$ cat config.mk
export PLATFORM = sky130hd
export DESIGN_NAME = stream_packet_fifo_flat
export DESIGN_NICKNAME = d
export VERILOG_FILES = /design/src/rtl/stream_packet_fifo_if.sv /design/src/rtl/stream_packet_fifo.sv /design/src/flat_wrapper.sv
export SDC_FILE = /design/constraint.sdc
export NUM_CORES = 1
export LEC_CHECK = 0
export CAP_MARGIN = 5
export CORE_AREA = 2 2 116 118
export DETAILED_ROUTE_END_ITERATION = 8
export DIE_AREA = 0 0 118 120
export PLACE_DENSITY = 0.47
export SYNTH_ARGS = -nofsm -noshare
export SYNTH_HDL_FRONTEND = slang
export SYNTH_SLANG_ARGS = --single-unit
$ cat constraint.sdc
create_clock -name clk -period 2.55 [get_ports clk]
set_input_delay 0.255 -clock clk [delete_from_list [all_inputs] [get_ports clk]]
set_output_delay 0.255 -clock clk [all_outputs]
set_load 0.01 [all_outputs]
$ cat src/rtl/stream_packet_fifo_if.sv
// rtl/stream_packet_fifo_if.sv - beat write/read bundle and status signals for stream_packet_fifo
interface stream_packet_fifo_if #(
    parameter int T_DATA_WIDTH = 4,
    parameter int T_QOS__WIDTH = 2,
    parameter int T_ID___WIDTH = 2,
    parameter int DEPTH        = 8,
    parameter int CNT_W        = $clog2(DEPTH + 1)
);
    // Write side (from the arbiter)
    logic [T_DATA_WIDTH-1:0] s_data_in;
    logic [T_QOS__WIDTH-1:0] s_qos_in;
    logic [T_ID___WIDTH-1:0] s_id_in;
    logic                    s_last_in;
    logic                    s_valid_in;
    logic                    s_ready_out;

    // Read side (to the sink)
    logic [T_DATA_WIDTH-1:0] m_data_out;
    logic [T_QOS__WIDTH-1:0] m_qos_out;
    logic [T_ID___WIDTH-1:0] m_id_out;
    logic                    m_last_out;
    logic                    m_valid_out;
    logic                    m_ready_in;

    // Status
    logic [CNT_W-1:0]        fill_level_out;
    logic [CNT_W-1:0]        pkt_count_out;

    // The FIFO itself
    modport slave (
        input  s_data_in, s_qos_in, s_id_in, s_last_in, s_valid_in, m_ready_in,
        output s_ready_out, m_data_out, m_qos_out, m_id_out, m_last_out, m_valid_out,
        output fill_level_out, pkt_count_out
    );

    // The environment driving the FIFO (upstream source plus sink)
    modport master (
        output s_data_in, s_qos_in, s_id_in, s_last_in, s_valid_in, m_ready_in,
        input  s_ready_out, m_data_out, m_qos_out, m_id_out, m_last_out, m_valid_out,
        input  fill_level_out, pkt_count_out
    );
endinterface

$ cat src/rtl/stream_packet_fifo.sv
// rtl/stream_packet_fifo.sv - store-and-forward packet FIFO with forced cut-through fallback
module stream_packet_fifo #(
    parameter int T_DATA_WIDTH = 4,
    parameter int T_QOS__WIDTH = 2,
    parameter int T_ID___WIDTH = 2,
    parameter int DEPTH        = 8,
    parameter int CNT_W        = $clog2(DEPTH + 1)
) (
    input  logic                 clk,
    input  logic                 rst_n,
    stream_packet_fifo_if.slave  bus
);
    localparam int PTR_W = $clog2(DEPTH);
    localparam int ENT_W = T_DATA_WIDTH + T_QOS__WIDTH + T_ID___WIDTH + 1;

    typedef enum logic {
        ST_STORE = 1'b0,
        ST_CUT   = 1'b1
    } state_t;

    // Entry layout: {data, qos, id, last}; last is bit 0
    logic [ENT_W-1:0] mem_q [DEPTH];

    logic [PTR_W-1:0] wr_ptr_q, wr_ptr_d;
    logic [PTR_W-1:0] rd_ptr_q, rd_ptr_d;
    logic [CNT_W-1:0] fill_q, fill_d;
    logic [CNT_W-1:0] pkt_q, pkt_d;
    state_t           state_q, state_d;
    logic             m_valid_q, m_valid_d;

    logic             s_ready;
    logic             wr_en;
    logic             rd_en;
    logic             pkt_inc;
    logic             pkt_dec;
    logic [ENT_W-1:0] wr_entry;
    logic [ENT_W-1:0] head_entry;
    logic             head_last;

    // Handshakes, pointer/count updates and FSM next state
    always_comb begin
        s_ready    = (fill_q != CNT_W'(DEPTH));
        wr_en      = bus.s_valid_in && s_ready;
        rd_en      = m_valid_q && bus.m_ready_in;
        wr_entry   = {bus.s_data_in, bus.s_qos_in, bus.s_id_in, bus.s_last_in};
        head_entry = mem_q[rd_ptr_q];
        head_last  = head_entry[0];
        pkt_inc    = wr_en && bus.s_last_in;
        pkt_dec    = rd_en && head_last;

        wr_ptr_d = wr_en ? wr_ptr_q + PTR_W'(1) : wr_ptr_q;
        rd_ptr_d = rd_en ? rd_ptr_q + PTR_W'(1) : rd_ptr_q;

        fill_d = fill_q;
        if (wr_en && !rd_en) begin
            fill_d = fill_q + CNT_W'(1);
        end else if (!wr_en && rd_en) begin
            fill_d = fill_q - CNT_W'(1);
        end

        pkt_d = pkt_q;
        if (pkt_inc && !pkt_dec) begin
            pkt_d = pkt_q + CNT_W'(1);
        end else if (!pkt_inc && pkt_dec) begin
            pkt_d = pkt_q - CNT_W'(1);
        end

        state_d = state_q;
        case (state_q)
            // A full buffer with no complete packet can never release anything
            // in store mode, so fall back to draining the head packet directly.
            ST_STORE: if ((fill_q == CNT_W'(DEPTH)) && (pkt_q == '0)) state_d = ST_CUT;
            ST_CUT:   if (pkt_dec) state_d = ST_STORE;
            default:  state_d = ST_STORE;
        endcase

        // Registered release flag, computed from the next-cycle state and counts
        m_valid_d = (state_d == ST_CUT) ? (fill_d != '0) : (pkt_d != '0);
    end

    // Control state: pointers, counters, FSM and release flag
    always_ff @(posedge clk or negedge rst_n) begin
        if (!rst_n) begin
            wr_ptr_q  <= '0;
            rd_ptr_q  <= '0;
            fill_q    <= '0;
            pkt_q     <= '0;
            state_q   <= ST_STORE;
            m_valid_q <= 1'b0;
        end else begin
            wr_ptr_q  <= wr_ptr_d;
            rd_ptr_q  <= rd_ptr_d;
            fill_q    <= fill_d;
            pkt_q     <= pkt_d;
            state_q   <= state_d;
            m_valid_q <= m_valid_d;
        end
    end

    // Beat storage; contents need no reset since pointers/counts define validity
    always_ff @(posedge clk) begin
        if (wr_en) begin
            mem_q[wr_ptr_q] <= wr_entry;
        end
    end

    // Fall-through head outputs, zeroed while nothing is released
    always_comb begin
        bus.s_ready_out    = s_ready;
        bus.m_valid_out    = m_valid_q;
        bus.fill_level_out = fill_q;
        bus.pkt_count_out  = pkt_q;
        {bus.m_data_out, bus.m_qos_out, bus.m_id_out, bus.m_last_out} =
            m_valid_q ? head_entry : '0;
    end
endmodule
$ cat src/flat_wrapper.sv
// flat-port wrapper written by rule: the top's interface ports become plain ports
module stream_packet_fifo_flat 
#(
    parameter int T_DATA_WIDTH = 4,
    parameter int T_QOS__WIDTH = 2,
    parameter int T_ID___WIDTH = 2,
    parameter int DEPTH        = 8,
    parameter int CNT_W        = $clog2(DEPTH + 1)
)
  (clk, rst_n, bus_s_data_in, bus_s_qos_in, bus_s_id_in, bus_s_last_in, bus_s_valid_in, bus_m_ready_in, bus_s_ready_out, bus_m_data_out, bus_m_qos_out, bus_m_id_out, bus_m_last_out, bus_m_valid_out, bus_fill_level_out, bus_pkt_count_out);
  stream_packet_fifo_if #(.T_DATA_WIDTH(T_DATA_WIDTH), .T_QOS__WIDTH(T_QOS__WIDTH), .T_ID___WIDTH(T_ID___WIDTH), .DEPTH(DEPTH), .CNT_W(CNT_W)) bus_i ();
  input  logic clk;
  input  logic rst_n;
  input wire logic [$bits(bus_i.s_data_in)-1:0] bus_s_data_in;
  input wire logic [$bits(bus_i.s_qos_in)-1:0] bus_s_qos_in;
  input wire logic [$bits(bus_i.s_id_in)-1:0] bus_s_id_in;
  input wire logic [$bits(bus_i.s_last_in)-1:0] bus_s_last_in;
  input wire logic [$bits(bus_i.s_valid_in)-1:0] bus_s_valid_in;
  input wire logic [$bits(bus_i.m_ready_in)-1:0] bus_m_ready_in;
  output wire logic [$bits(bus_i.s_ready_out)-1:0] bus_s_ready_out;
  output wire logic [$bits(bus_i.m_data_out)-1:0] bus_m_data_out;
  output wire logic [$bits(bus_i.m_qos_out)-1:0] bus_m_qos_out;
  output wire logic [$bits(bus_i.m_id_out)-1:0] bus_m_id_out;
  output wire logic [$bits(bus_i.m_last_out)-1:0] bus_m_last_out;
  output wire logic [$bits(bus_i.m_valid_out)-1:0] bus_m_valid_out;
  output wire logic [$bits(bus_i.fill_level_out)-1:0] bus_fill_level_out;
  output wire logic [$bits(bus_i.pkt_count_out)-1:0] bus_pkt_count_out;
  assign bus_i.s_data_in = bus_s_data_in;
  assign bus_i.s_qos_in = bus_s_qos_in;
  assign bus_i.s_id_in = bus_s_id_in;
  assign bus_i.s_last_in = bus_s_last_in;
  assign bus_i.s_valid_in = bus_s_valid_in;
  assign bus_i.m_ready_in = bus_m_ready_in;
  assign bus_s_ready_out = bus_i.s_ready_out;
  assign bus_m_data_out = bus_i.m_data_out;
  assign bus_m_qos_out = bus_i.m_qos_out;
  assign bus_m_id_out = bus_i.m_id_out;
  assign bus_m_last_out = bus_i.m_last_out;
  assign bus_m_valid_out = bus_i.m_valid_out;
  assign bus_fill_level_out = bus_i.fill_level_out;
  assign bus_pkt_count_out = bus_i.pkt_count_out;
  stream_packet_fifo #(.T_DATA_WIDTH(T_DATA_WIDTH), .T_QOS__WIDTH(T_QOS__WIDTH), .T_ID___WIDTH(T_ID___WIDTH), .DEPTH(DEPTH), .CNT_W(CNT_W)) u_core (.clk(clk), .rst_n(rst_n), .bus(bus_i));
endmodule
# Word-level counts from Yosys, hierarchy flattened
# Memory sizes are Yosys's and may differ from the RTL's.
# Cells that the tools add are included.
# op_classes
add_sub_neg	6
multipliers	0
mux	11
n_eq_ne	2
shifts	0
reduce_logical	16
n_lt_le_gt_ge	0
n_bitwise	1
div_mod_pow	0
# ops
operator	n
$mux 4	4
$logic_and 1x1->1	9
$mux 9	1
$add 4x1->4 const B	2
$reduce_bool 4->1	2
$sub 4x1->4 const B	2
$add 3x1->3 const B	2
$mux 1	5
$eq 4x4->1 const B	1
$logic_not 1->1	4
$logic_not 4->1	1
$ne 4x4->1 const B	1
$pmux 1 s2	1
$not 1->1	1
# word_totals
in_bits	13
wordCells	43
n_memories	1
latch_bits	0
ram_bits	72
mem_bits_ro	0
output_inout_bits	19
register_bits	16
# memory_table
memory	depth	width	read_ports	rd_ports_with_merged_regs	write_ports	line	text
u_core.mem_q	8	9	1	0	1	stream_packet_fifo.sv:22	logic [ENT_W-1:0] mem_q [DEPTH];

# Logic depth before layout (Yosys ltp)
# logic_depth
ltp_word	9
depth_mapped	10

# Worst setup path after synthesis
# OpenSTA, ideal clock, no wires.
# synth_timing
path_kind	flip-flop to flip-flop
startpoint	register u_core.fill_q[0], in the netlist u_core.bus.fill_level_out[0]
endpoint	memory u_core.mem_q[0][0] (netlist bit), enable pin
stages_incl_launch_ff	7
t_required_ps	2151
t_arrival_ps	2164
synth_period_minus_slack_ps	2563
path_slack_ps	-13
setup_time_ps	399
path_cell_list	dfrtp_1 inv_1 ha_1 and3b_2 inv_4 nand2_1 nor4_1
# synth_via
elab_chain_len	4
# synth_lines
item	line	text
from (decl)	stream_packet_fifo.sv:26	logic [CNT_W-1:0] fill_q, fill_d;
from (signal assigned)	stream_packet_fifo.sv:93	fill_q <= fill_d;
$ne 4x4->1	stream_packet_fifo.sv:42	s_ready = (fill_q != CNT_W'(DEPTH));
named net bus_s_ready_out	flat_wrapper.sv:20	output wire logic [$bits(bus_i.s_ready_out)-1:0] bus_s_ready_out;
$logic_and 1x1->1	stream_packet_fifo.sv:43	wr_en = bus.s_valid_in && s_ready;
$mux 1	stream_packet_fifo.sv:102	if (wr_en) begin
$mux 1 (implied by the code)	stream_packet_fifo.sv:103	mem_q[wr_ptr_q] <= wr_entry;
to (decl)	stream_packet_fifo.sv:22	
# The timed path passes the listed nets, and every way through them passes these cells.

# Worst setup path after layout
# layout_timing
startpoint	register u_core.rd_ptr_q[0]
endpoint	output port bus_m_id_out[1]
# layout_via
elab_chain_len	2
# layout_lines
item	line	text
from (decl)	stream_packet_fifo.sv:25	logic [PTR_W-1:0] rd_ptr_q, rd_ptr_d;
from (signal assigned)	stream_packet_fifo.sv:92	rd_ptr_q <= rd_ptr_d;
$mem_v2 8x9	n/a	
$mux 9	stream_packet_fifo.sv:114	m_valid_q ? head_entry : '0;
to (decl)	flat_wrapper.sv:23	output wire logic [$bits(bus_i.m_id_out)-1:0] bus_m_id_out;
# No other way between the ends.

==> flow_summary_export.csv <==
group,metric,value,unit
placed_design,routabilityCongestion,0.738,
synth,synth_cells,224,
final_layout,multi_input_logic_area,1170,um2
grt,overflow,0,
synth,synth_warnings,0,
setup_path,worstSetupStartpoint,"u_core.rd_ptr_q[0]",
clock_network,htreeDepth,3,
floorplanning,die_width,118,um
floorplanning,design.die.area,14200,um2
timing,finalSetupTns,0,ns
worst_hold_path,worst_hold_path_type,"primary input to asynchronous set/reset pin",
synth,async_reset_ff_share,18.2,%
pwr,power_density,1210,nW/um2
synth,yosys.cell_types.count,42,
timing,worst-slew-pin-transition,0.780,ns
grt,grt_max_degree,19,
timing,period_share,97.1,%
setup_path,timing.critical_path.fanout_max,5,
placed_design,hpwl,5130,um
synth,synth_sequential_area_ratio,67.6,%
timing,max_slew_margin,47.9,%
final_layout,seqCellArea,2560,um2
placed_design,place.port_buffers,31,
synth,synthesized_area,3790,um2
timing,fin_crit_period,2.48,ns
timing,timing_max_transition_violations_final,0,
final_layout,fillers,1235,
floorplanning,fp.dieH,120,um
detailed_routing,vias_per_cell,4.52,
detailed_routing,wl_per_cell,16.7,um
final_layout,final_layout_size_suffix_gt1_share,24.7,%
clock_network,cts-buffers-inserted,9,
grt,globalRouteTotalUtil,11.5,%
detailed_routing,antenna_left,0,
detailed_routing,post-route-drc-count,0,
detailed_routing,vias,2093,
setup_path,critical_path.endpoint_type,"primary output",
floorplanning,top_level_ports,32,
final_layout,area.growth.synth_to_final,26.5,%
timing,timing_hold_violations_final,0,
final_layout,insertedDiodeCount,0,
pwr,static-leakage-power,1.71,nW
floorplanning,core_region_area,13000,um2
final_layout,mostFrequentLayoutCells,"edfxtp_1 (72), clkdlybuf4s50_1 (29), buf_4 (20), dfrtp_1 (16), nor2_1 (15)",
flow_run,max_capacitance_violation_count,0,
setup_path,cp.arrival,2.22,ns
setup_path,beginning_of_the_worst_register_to_register_path,"u_core.bus.fill_level_out[1]",
detailed_routing,drt_pass1_iterations,4,
detailed_routing,wirelength,7720,um
synth,synth_nets,244,
grt,grt_pass1_vias,2161,
timing,rsz0062_at_grt,"false",
detailed_routing,dr.first_iter.drc_count,121,
synth,avgSynthCellArea,16.9,um2
floorplanning,start_util,29.2,%
clock_network,cts_max_path_buffers,2,
grt,grt_antenna_before_repair,0,
clock_network,cts.clk_slew.worst_paths,0.06,ns
final_layout,layout.cells.most_common,"edfxtp_1",
synth,synth_enable_flop_cells,72,
synth,synth.ff_latch_count,88,
clock_network,tritoncts,"built",
final_layout,finish.net_count,302,
setup_path,setup.worst_path.class,"flop to primary output",
timing,setup_violations,0,
setup_path,required,2.30,ns
timing,skew,0.00606,ns
timing,fmax,0.404,GHz
status,outcome,"finished, final reports clean",
synth,synth_top_flop_cell,"edfxtp_1",
setup_path,critical_path_start_type,"flop",
clock_network,worst_skew_late_latency,0.34,ns
clock_network,clock_sink_count,88,
final_layout,fin_util,37.0,%
pwr,irDropWorstVdd,0.381,mV
grt,wire_length_of_the_first_global_routing_pass,12000,um
clock_network,clk_root_buffer_cell,"clkbuf_16",
floorplanning,floorplan.rows,42,
[routing by layer]
layer / part of all wire (%) / GRT usage [%] / up-vias
met4: 1.6 / 4.97 / 0
met5: 0 / 0 / -
met3: 2.4 / 2.61 / 9
li1: - / - / 992
met2: 48 / 18.5 / 22
met1: 48 / 15.0 / 1070
[flip-flops by register name (all words and copies together), names as in the netlist]
signal                     flops
u_core.state_q                 1
u_core.mem_q                  72
u_core.bus.pkt_count_out       4
u_core.bus.fill_level_out      4
u_core.wr_ptr_q                3
u_core.bus.m_valid_out         1
u_core.rd_ptr_q                3
[logic make-up (layout without fill, tap and decap cells)]
family,Yosys count,in the layout,share of synthesized area (%)
AOI/OAI and AO/OA,14,14,3.13
xor gates and xnor gates,11,11,2.54
adders and majority gates,9,9,2.84
buffers and inverters,16,79,1.98
DFF,88,88,67.6
muxes,35,35,15.0
and+or+nand+nor,51,51,6.90
[report_power, final]
part | total [W] | internal (W) | leakage (nW) | switching [W]
Combinational | 0.00240 | 0.00129 | 0.726 | 0.00111
Clock | 0.00130 | 0.000765 | 0.145 | 0.000538
Sequential | 0.00208 | 0.00187 | 0.841 | 0.000217
[worst paths after layout]
check / to / slack [ns] / cells past startpoint
setup reg to reg: u_core.bus.m_valid_out / 0.12 / 8
setup / recovery: bus_m_id_out[1] / 0.07 / 6
max in group asynchronous: u_core.bus.fill_level_out[1] / 1.69 / 1
hold reg to reg: u_core.bus.fill_level_out[3] / 0.52 / 1
min in group clk: u_core.bus.fill_level_out[3] / 0.52 / 1
hold / removal: u_core.bus.fill_level_out[2] / 0.38 / 1
[cell type report]
class | instances | area share, %
Sequential cell | 88 | 53.4
Clock buffer | 10 | 4.77
Tap cell | 176 | 4.59
Timing Repair Buffer | 54 | 10.7
Clock inverter | 6 | 1.36
Multi-Input combinational cell | 120 | 24.5
Inverter | 9 | 0.756
[worst max-delay path, stage by stage, from the launching register on]
cell	delay (ns)
dfrtp_1	0.37
buf_12	0.13
buf_4	0.15
mux4_2	0.49
mux2i_1	0.21
nor2_1	0.06
clkdlybuf4s50_1	0.48
[repair_timing]
action / CTS / global route
hold buffers: 0 / 0
gates resized for setup: 1 / 11
pin swaps: 0 / 1
setup buffers: 3 / 0
setup endpoints to repair: 4 / 8
[cells in the mapped netlist, types with 2 or more instances]
| cell | number | share of area (%) |
|---|---|---|
| edfxtp_1 | 72 | 57 |
| dfrtp_1 | 16 | 11 |
| nor2_1 | 15 | 1.5 |
| mux4_2 | 13 | 7.7 |
| mux2i_1 | 12 | 3.2 |
| nor3_1 | 9 | 1.2 |
| nand2_1 | 8 | 0.79 |
| xnor2_1 | 8 | 1.8 |
| ha_1 | 7 | 2.3 |
| inv_1 | 7 | 0.69 |
| mux2_2 | 7 | 2.1 |
| nand3_1 | 5 | 0.66 |
| buf_2 | 4 | 0.53 |
| nand2b_1 | 4 | 0.66 |
| mux4_1 | 3 | 2.1 |
| o21ai_0 | 3 | 0.40 |
| xor2_1 | 3 | 0.69 |
| and3_1 | 2 | 0.33 |
| maj3_1 | 2 | 0.53 |
| nor4_1 | 2 | 0.33 |
[stage by stage]
step | instances | power (W) | instance area [um2] | hold slack, ns | worst slack (ns)
finish | 463 | 0.00579 | 4800 | 0.376 | 0.0737
global route | 463 | 0.00616 | 4800 | 0.446 | 0.00343
CTS | 463 | 0.00586 | 4770 | 0.421 | 0.00192
detailed placement | 444 | 0.00449 | 4450 | 0.513 | 0.101
global placement | 444 | 0.00449 | 4450 | 0.511 | 0.181
floorplan | 224 | 0.00349 | 3800 | -0.0406 | 0.125
Power figures use the tool's default switching activity.
